[src/rtl/spi_slave_wb.sv]
// spi_slave_wb: SPI responder with an 8-bit Wishbone register interface.
//
// A local Wishbone host preloads transmit bytes and collects received bytes
// while an external SPI master clocks full-duplex, MSB-first byte transfers.
// SPI pins are asynchronous and are oversampled in the wb_clk_i domain.
//
// Ports:
//   wb_clk_i, wb_rst_i      system clock, synchronous active-high reset
//   wb_cyc_i, wb_stb_i      Wishbone cycle / strobe
//   wb_adr_i[1:0]           0 RXDATA(RO) 1 TXDATA(WO) 2 STATUS 3 CTRL
//   wb_we_i, wb_dat_i[7:0]  write enable / write data
//   wb_dat_o[7:0], wb_ack_o read data (valid in ack cycle) / acknowledge
//   inta_o                  interrupt, active high, registered
//   sck_i, ss_n_i, mosi_i   SPI inputs from the master (asynchronous)
//   miso_o, miso_oe         SPI data out and its tristate enable
module spi_slave_wb (
    input  logic       wb_clk_i,
    input  logic       wb_rst_i,
    input  logic       wb_cyc_i,
    input  logic       wb_stb_i,
    input  logic [1:0] wb_adr_i,
    input  logic       wb_we_i,
    input  logic [7:0] wb_dat_i,
    output logic [7:0] wb_dat_o,
    output logic       wb_ack_o,
    output logic       inta_o,
    input  logic       sck_i,
    input  logic       ss_n_i,
    input  logic       mosi_i,
    output logic       miso_o,
    output logic       miso_oe
);

    localparam logic [1:0] ADR_RXDATA = 2'd0;
    localparam logic [1:0] ADR_TXDATA = 2'd1;
    localparam logic [1:0] ADR_STATUS = 2'd2;
    localparam logic [1:0] ADR_CTRL   = 2'd3;

    // Synchronizer idle pattern {mosi, ss_n, sck}: slave deselected, sck low.
    localparam logic [2:0] SYNC_IDLE = 3'b010;

    typedef enum logic {ST_IDLE, ST_ACTIVE} state_t;

    state_t     state_reg;
    logic [2:0] sync1_reg, sync2_reg;
    logic       sck_d_reg, ss_d_reg;
    logic [7:0] rxdata_reg, txdata_reg, rx_shift_reg, tx_shift_reg;
    logic       rx_full_reg, tx_full_reg, overrun_reg, underrun_reg;
    logic       cpha_reg, cpol_reg, en_reg, rx_ie_reg, tx_ie_reg;
    logic [2:0] bit_cnt_reg;
    logic       load_pending_reg;

    logic       sck_s, ss_s, mosi_s;
    logic       lead_edge, trail_edge, sample_edge, shift_edge, ss_fall;
    logic       frame_ok, start, byte_done, tx_load;
    logic       wb_req, rd_rx, wr_tx, wr_status, wr_ctrl;
    logic [7:0] rx_byte, tx_src, status_val, ctrl_val, rd_val;
    logic       unused_bits;

    assign sck_s  = sync2_reg[0];
    assign ss_s   = sync2_reg[1];
    assign mosi_s = sync2_reg[2];

    // Leading edge leaves the idle level cpol, trailing edge returns to it.
    assign lead_edge   = (sck_s != cpol_reg) && (sck_d_reg == cpol_reg);
    assign trail_edge  = (sck_s == cpol_reg) && (sck_d_reg != cpol_reg);
    assign sample_edge = cpha_reg ? trail_edge : lead_edge;
    assign shift_edge  = cpha_reg ? lead_edge  : trail_edge;
    assign ss_fall     = !ss_s && ss_d_reg;

    assign frame_ok  = (state_reg == ST_ACTIVE) && en_reg && !ss_s;
    assign start     = (state_reg == ST_IDLE) && en_reg && ss_fall;
    assign byte_done = frame_ok && sample_edge && (bit_cnt_reg == 3'd7);
    // A fresh tx byte is taken at selection and at the first shift edge
    // following a completed byte.
    assign tx_load   = start || (frame_ok && shift_edge && load_pending_reg);

    assign rx_byte = {rx_shift_reg[6:0], mosi_s};
    assign tx_src  = tx_full_reg ? txdata_reg : 8'hFF;

    // Ack is issued every other cycle of a held strobe.
    assign wb_req    = wb_cyc_i && wb_stb_i && !wb_ack_o;
    assign rd_rx     = wb_req && !wb_we_i && (wb_adr_i == ADR_RXDATA);
    assign wr_tx     = wb_req &&  wb_we_i && (wb_adr_i == ADR_TXDATA);
    assign wr_status = wb_req &&  wb_we_i && (wb_adr_i == ADR_STATUS);
    assign wr_ctrl   = wb_req &&  wb_we_i && (wb_adr_i == ADR_CTRL);

    assign status_val = {3'b000, state_reg == ST_ACTIVE, underrun_reg,
                         overrun_reg, tx_full_reg, rx_full_reg};
    assign ctrl_val   = {3'b000, tx_ie_reg, rx_ie_reg, en_reg, cpol_reg, cpha_reg};

    assign unused_bits = &{1'b0, wb_dat_i[7:5], rx_shift_reg[7]};

    always_comb begin
        rd_val = 8'h00;
        case (wb_adr_i)
            ADR_RXDATA: rd_val = rxdata_reg;
            ADR_STATUS: rd_val = status_val;
            ADR_CTRL:   rd_val = ctrl_val;
            default:    rd_val = 8'h00;
        endcase
    end

    // Input conditioning: 2-flop synchronizers plus one history stage for
    // edge detection on sck and ss_n.
    always_ff @(posedge wb_clk_i) begin
        if (wb_rst_i) begin
            sync1_reg <= SYNC_IDLE;
            sync2_reg <= SYNC_IDLE;
            sck_d_reg <= 1'b0;
            ss_d_reg  <= 1'b1;
        end else begin
            sync1_reg <= {mosi_i, ss_n_i, sck_i};
            sync2_reg <= sync1_reg;
            sck_d_reg <= sync2_reg[0];
            ss_d_reg  <= sync2_reg[1];
        end
    end

    // Wishbone side and register file. Statement order sets priorities:
    // an RXDATA read and a same-cycle completion leave rx_full set, a
    // same-cycle TXDATA write wins over the load's clear, set beats W1C.
    always_ff @(posedge wb_clk_i) begin
        if (wb_rst_i) begin
            wb_ack_o     <= 1'b0;
            wb_dat_o     <= 8'h00;
            inta_o       <= 1'b0;
            rxdata_reg   <= 8'h00;
            txdata_reg   <= 8'h00;
            rx_full_reg  <= 1'b0;
            tx_full_reg  <= 1'b0;
            overrun_reg  <= 1'b0;
            underrun_reg <= 1'b0;
            cpha_reg     <= 1'b0;
            cpol_reg     <= 1'b0;
            en_reg       <= 1'b0;
            rx_ie_reg    <= 1'b0;
            tx_ie_reg    <= 1'b0;
        end else begin
            wb_ack_o <= wb_req;
            wb_dat_o <= (wb_req && !wb_we_i) ? rd_val : 8'h00;
            if (rd_rx) rx_full_reg <= 1'b0;
            if (wr_status) begin
                if (wb_dat_i[2]) overrun_reg  <= 1'b0;
                if (wb_dat_i[3]) underrun_reg <= 1'b0;
            end
            if (wr_ctrl) begin
                en_reg    <= wb_dat_i[2];
                rx_ie_reg <= wb_dat_i[3];
                tx_ie_reg <= wb_dat_i[4];
                // Mode is frozen for the duration of a frame.
                if (state_reg != ST_ACTIVE) begin
                    cpha_reg <= wb_dat_i[0];
                    cpol_reg <= wb_dat_i[1];
                end
            end
            if (byte_done) begin
                if (rx_full_reg && !rd_rx) begin
                    overrun_reg <= 1'b1;
                end else begin
                    rxdata_reg  <= rx_byte;
                    rx_full_reg <= 1'b1;
                end
            end
            if (tx_load) begin
                if (tx_full_reg) tx_full_reg  <= 1'b0;
                else             underrun_reg <= 1'b1;
            end
            if (wr_tx) begin
                txdata_reg  <= wb_dat_i;
                tx_full_reg <= 1'b1;
            end
            inta_o <= (rx_ie_reg && rx_full_reg) || (tx_ie_reg && en_reg && !tx_full_reg);
        end
    end

    // Transfer FSM: shift registers, bit counter and MISO drive.
    always_ff @(posedge wb_clk_i) begin
        if (wb_rst_i) begin
            state_reg        <= ST_IDLE;
            bit_cnt_reg      <= 3'd0;
            load_pending_reg <= 1'b0;
            rx_shift_reg     <= 8'h00;
            tx_shift_reg     <= 8'h00;
            miso_o           <= 1'b0;
            miso_oe          <= 1'b0;
        end else begin
            case (state_reg)
                ST_IDLE: begin
                    miso_o  <= 1'b0;
                    miso_oe <= 1'b0;
                    if (start) begin
                        state_reg        <= ST_ACTIVE;
                        miso_oe          <= 1'b1;
                        bit_cnt_reg      <= 3'd0;
                        load_pending_reg <= 1'b0;
                        rx_shift_reg     <= 8'h00;
                        if (cpha_reg) begin
                            // bit7 appears on the first leading edge.
                            tx_shift_reg <= tx_src;
                        end else begin
                            miso_o       <= tx_src[7];
                            tx_shift_reg <= {tx_src[6:0], 1'b0};
                        end
                    end
                end
                ST_ACTIVE: begin
                    if (!frame_ok) begin
                        // Deselect or disable drops any partial byte.
                        state_reg        <= ST_IDLE;
                        miso_o           <= 1'b0;
                        miso_oe          <= 1'b0;
                        bit_cnt_reg      <= 3'd0;
                        load_pending_reg <= 1'b0;
                    end else begin
                        if (sample_edge) begin
                            rx_shift_reg <= rx_byte;
                            bit_cnt_reg  <= bit_cnt_reg + 3'd1;
                            if (bit_cnt_reg == 3'd7) load_pending_reg <= 1'b1;
                        end
                        if (shift_edge) begin
                            if (load_pending_reg) begin
                                miso_o           <= tx_src[7];
                                tx_shift_reg     <= {tx_src[6:0], 1'b0};
                                load_pending_reg <= 1'b0;
                            end else begin
                                miso_o       <= tx_shift_reg[7];
                                tx_shift_reg <= {tx_shift_reg[6:0], 1'b0};
                            end
                        end
                    end
                end
                default: state_reg <= ST_IDLE;
            endcase
        end
    end

endmodule
[config.mk]
export PLATFORM = sky130hd
export DESIGN_NAME = spi_slave_wb
export DESIGN_NICKNAME = d
export VERILOG_FILES = /design/src/rtl/spi_slave_wb.sv
export SDC_FILE = /design/constraint.sdc
export NUM_CORES = 1
export LEC_CHECK = 0
export BUFFER_PORTS_ARGS = -buffer_cell sky130_fd_sc_hd__buf_2
export CORE_MARGIN = 1
export CORE_UTILIZATION = 40
export CTS_CLUSTER_SIZE = 12
export DETAILED_ROUTE_END_ITERATION = 10
export HOLD_SLACK_MARGIN = 0.06
export MAX_ROUTING_LAYER = met4
export PLACE_DENSITY = 0.58
export SYNTH_ARGS = -nofsm -noshare
export SYNTH_HDL_FRONTEND = slang
export SYNTH_SLANG_ARGS = --single-unit
[constraint.sdc]
create_clock -name wb_clk_i -period 2.3 [get_ports wb_clk_i]
set_input_delay 0.23 -clock wb_clk_i [delete_from_list [all_inputs] [get_ports wb_clk_i]]
set_output_delay 0.23 -clock wb_clk_i [all_outputs]
set_load 0.005 [all_outputs]
* Word level (Yosys, flattened, before mapping) *
Cells that the tools add are included.
Widths: inputs -> output; s select.

word-level totals
  flip-flop bits (word level) = 65
  logic and storage cells = 131
  output and inout port bits = 12

cells by class
  multiplexer cells = 49
  add/subtract/negate cells = 1
  bitwise gates (word level) = 3
  equality and inequality tests = 15
  reduce and logical (&&, ||, !) cells = 38

operators by type and width
  kind                 number
  $mux 8               6
  $mux 1               29
  $pmux 8 s3           1
  $logic_and 1x1->1    23
  $mux 7               3
  $pmux 8 s2           1
  $pmux 7 s2           1
  $mux 3               3
  $pmux 1 s2           4
  $ne 2x1->1 const B   3
  $ne 3x3->1 const B   2
  $pmux 3 s2           1
  $reduce_and 2->1     3
  $reduce_and 3->1     2
  $logic_not 1->1      5
  $eq 2x2->1 const B   2
  $ne 2x2->1 const B   2
  $add 3x1->3 const B  1
  $eq 3x3->1 const B   1
  $not 1->1            3
  $eq 1x1->1           2
  $eq 2x1->1 const B   1
  $logic_not 2->1      1
  $logic_or 1x1->1     2
  3 further kinds      4

* Longest topological paths before layout *
  depth in word-level cells = 8
  depth in mapped cells = 6
  mapped depth without buffers = 5

* Worst setup path after synthesis *
OpenSTA, ideal clock, no wires.

  path type = flip-flop to flip-flop
  from = register cpha_reg
  to = register tx_shift_reg[0]
  path buffers = 1
  data required time = 2.228 ns
  setup time = 0.072 ns
  path slack = 0.784 ns
  arrival time = 1.444 ns
  stages on the path, launching flop included = 6
  cells stage by stage = dfxtp_1 -> xor2_2 -> mux2i_1 -> a21o_1 -> buf_2 -> mux2i_1

on the way
  cells in the longest elaborated chain, start to end = 3
  elaborated cells on any way between the ends = 6

RTL lines
  element                                         line     source
  start: declaration                              49       logic cpha_reg, cpol_reg, en_reg, rx_ie_reg, tx_ie_reg;
  start signal: assignment                        153      cpha_reg <= wb_dat_i[0];
  $mux 8 or $mux 1 (tied branches)                198, 68
  $mux 8 or $ne 2x1->1 (tied branches)            -
  $pmux 8 s2 or $reduce_and 3->1 (tied branches)  -
  end signal: assignment                          200      tx_shift_reg <= tx_src;
  end signal: assignment                          203      tx_shift_reg <= {tx_src[6:0], 1'b0};
  end signal: assignment                          224      tx_shift_reg <= {tx_src[6:0], 1'b0};
  end: declaration                                47       logic [7:0] rxdata_reg, txdata_reg, rx_shift_reg, tx_shift_reg;

Parallel ways exist; a longest one is shown, timed or not. The select of a mux whose other input is x is not followed.
A chain may end at the register's enable or synchronous reset.

* Worst setup path after layout *
  from = register cpol_reg
  to = register tx_shift_reg[1]

on the way
  cells in the longest elaborated chain, start to end = 5
  elaborated cells on any way between the ends = 9

RTL lines
  element                                      line    source
  start: declaration                           49
  start signal: assignment                     154     cpol_reg <= wb_dat_i[1];
  $eq 1x1->1, or another cell as far along     66      assign trail_edge = (sck_s == cpol_reg) && (sck_d_reg != cpol_reg);
  $logic_and 1x1->1, on equally long branches  66, 65
  $mux 1 *                                     68      assign shift_edge = cpha_reg ? lead_edge : trail_edge;
  $ne 2x1->1 (no line) *                       -
  $reduce_and 3->1 (no line) *                 -

Every way passes the cells marked *; elsewhere a longest branch is shown, timed or not.

==> reports/summary.txt <==
Final Cycle Share: 78.0%
Worst-margin pin slew: 0.666 ns
Setup_tns: 0 ns
DIE WIDTH: 87.1 um
Final Max Tran Viols: 0
Fin util: 47.8%
Synth-to-Final Area Change: 14.0%
RSZ-0062 raised after global routing: false
Ratio of cells with drive above 1 in the final layout: 21.9%
First-pass detailed-route iteration total: 6
Htree depth: 3
Worst reg2reg path depth: 4
Final wirelength: 5760 um
CTS tree: done
GPL Wtd Cong: 0.780
Clock sinks: 65
Io pins: 30
Initial Util: 42.0%
CP max FO: 8
Largest cells by area after synthesis: dfxtp_1 45%, mux2i_1 13%, nand2b_1 6.3%
Cell Count, Final, Fillers Out: 420
P_leak: 1.36 nW
PwrDens: 630 nW/um2
Final count of hold timing violations: 0
Reg clk slew, reported paths: 0.07 ns
Arrival time at the worst endpoint: 2.06 ns
Final setup violation count: 0
GRT Total Usage: 17.0%
Total Power: 2.08 mW
PortBufs: 29
Vias: 2142
Vias in the first global route: 1969
Worst Path Required: 2.57 ns
DRC Markers: 0
CP endpoint kind: flip-flop
Peak VDD IR: 0.298 mV
Synth Net Count: 312
Slew HR: 55.6%
Worst R2R Start: cpol_reg
Hold_buf cts: 0
Clk buf depth: 2
Diode count: 0
Area leader, netlist: dfxtp_1
Worst Setup Path Type: flip-flop to flip-flop
Total CTS buffers: 9
Die area: 7590 um2
Sequential area share after synthesis: 44.9%
Nets@finish: 339
Max frequency: 0.558 GHz
Root buffer cell: clkbuf_8
Worst hold endpoint: sync1_reg[1]
Ys Warns: 0
Hold Slack: 0.0707 ns
Met1 usage: 23.6%
Mapped cell area: 2900 um2
Yosys top cell area share: 44.9%
Resized cells post-CTS: 0
Largest net degree at the start of global routing: 46
Initial antenna violation count: 0
Post-synthesis instance total: 292
Post-DR wirelength/cell: 13.7 um
Worst hold stages: 2
Chip height: 87.1 um
R2r setup slk: 0.51 ns
Placement Setup Slack: 0.511 ns
Vias per cell: 5.10
Post-CTS Setup Inserts: 0
Clock Skews: 0.00672 ns
Initial detailed-routing violation count: 117
Hold Path Origin: ss_n_i
GRT overflow: 0
# rows: 30
Worst hold path type: primary input to flip-flop
Placed inst area: 3130 um2
First-pass GRT wire length: 9550 um
Final min period: 1.79 ns
Critical path launch point type: flip-flop
Met2 Use GR: 23.6%
Status: complete, no violations
Worst setup path startpoint: cpol_reg
Synthesized area per cell: 9.92 um2
HPWL Detailed: 4010 um
Core area: 6910 um2
Final setup margin: 0.507 ns
Global routing usage on met3: 3.41%
Synth unique cells: 40
Gr busiest metal: met2
Max cap viols: 0
Register bit total from synthesis: 65
Later-pin clock latency in the skew report: 0.34 ns
Reg2Reg Capture Point: tx_shift_reg[1]
Final instance area: 3300 um2
Dpl cells: 404
Routed Antenna Nets: 0
-- worst max path at each step --
stage	slack [ns]	end	cells past startpoint
floorplan	0.78	tx_shift_reg[0]	5
global placement	0.59	tx_shift_reg[0]	4
detailed placement	0.51	tx_shift_reg[1]	4
CTS	0.50	tx_shift_reg[1]	4
global route	0.35	tx_shift_reg[1]	4
finish	0.51	tx_shift_reg[1]	4
-- kinds of logic after synthesis --
logic type	after synthesis	share of synthesized area, %
adders and majority gates	2	0.863
and+or+nand+nor	110	21.8
muxes	51	18.2
xor gates and xnor gates	1	0.561
DFF	65	44.9
AOI/OAI and AO/OA	43	10.8
buffers and inverters	20	2.89
-- cells in the mapped netlist (all sizes together) --
| master | n |
|---|---|
| and4b | 1 |
| nand2 | 5 |
| a221oi | 1 |
| and3b | 1 |
| and2 | 1 |
| and3 | 4 |
| xor2 | 1 |
| a32oi | 1 |
| nor3b | 8 |
| or2 | 3 |
| buf | 7 |
| o21ai | 5 |
| a21oi | 8 |
| nand2b | 29 |
| nor2b | 10 |
| a211oi | 3 |
| mux2 | 13 |
| mux2i | 38 |
| clkbuf | 12 |
| o2bb2ai | 3 |
| o41ai | 1 |
| a211o | 7 |
| nand3b | 8 |
| or4b | 1 |
| o22ai | 7 |
| dfxtp | 65 |
| nand4 | 2 |
| o41a | 1 |
| inv | 1 |
| ha | 2 |
| nand3 | 2 |
| nor3 | 3 |
| a22oi | 5 |
| nor2 | 29 |
| nand4b | 1 |
| or4 | 2 |
| a21o | 1 |
-- critical path, stage by stage, from the launching register on --
cell,delay (ns)
dfxtp_1,0.42
xor2_2,0.23
mux2i_1,0.39
a21o_1,0.44
mux2i_1,0.23
-- routing by layer --
metal	up-vias	share of wire, %
met5	-	0
met4	0	1.4
met3	8	3.2
met2	39	41
met1	999	54
li1	1096	-
-- power by group --
| group | internal (mW) | switching, mW |
|---|---|---|
| clock network | 0.388 | 0.455 |
| registers | 1.13 | 0.00724 |
| logic | 0.0445 | 0.0525 |
| total | 1.57 | 0.514 |
-- layout make-up --
| class | count | area [um2] |
|---|---|---|
| flip-flops and latches | 65 | 1300 |
| well taps | 96 | 120 |
| fillers | 681 | 3600 |
| multi-input cells | 207 | 1520 |
| inverters | 1 | 3.75 |
| clock buffers | 9 | 124 |
| clock inverters | 7 | 47.5 |
| repair buffers | 35 | 190 |
-- layout by cell type (no fill, tap or decap), types with 8 or more instances in the layout --
master	Yosys	routed
buf_2	4	29
clkbuf_8	0	9
dfxtp_1	65	65
mux2_2	13	13
mux2i_1	38	38
nand2b_1	29	29
nand3b_1	8	8
nor2_1	29	29
nor2b_1	10	10
(Power assumes the default switching activity.)
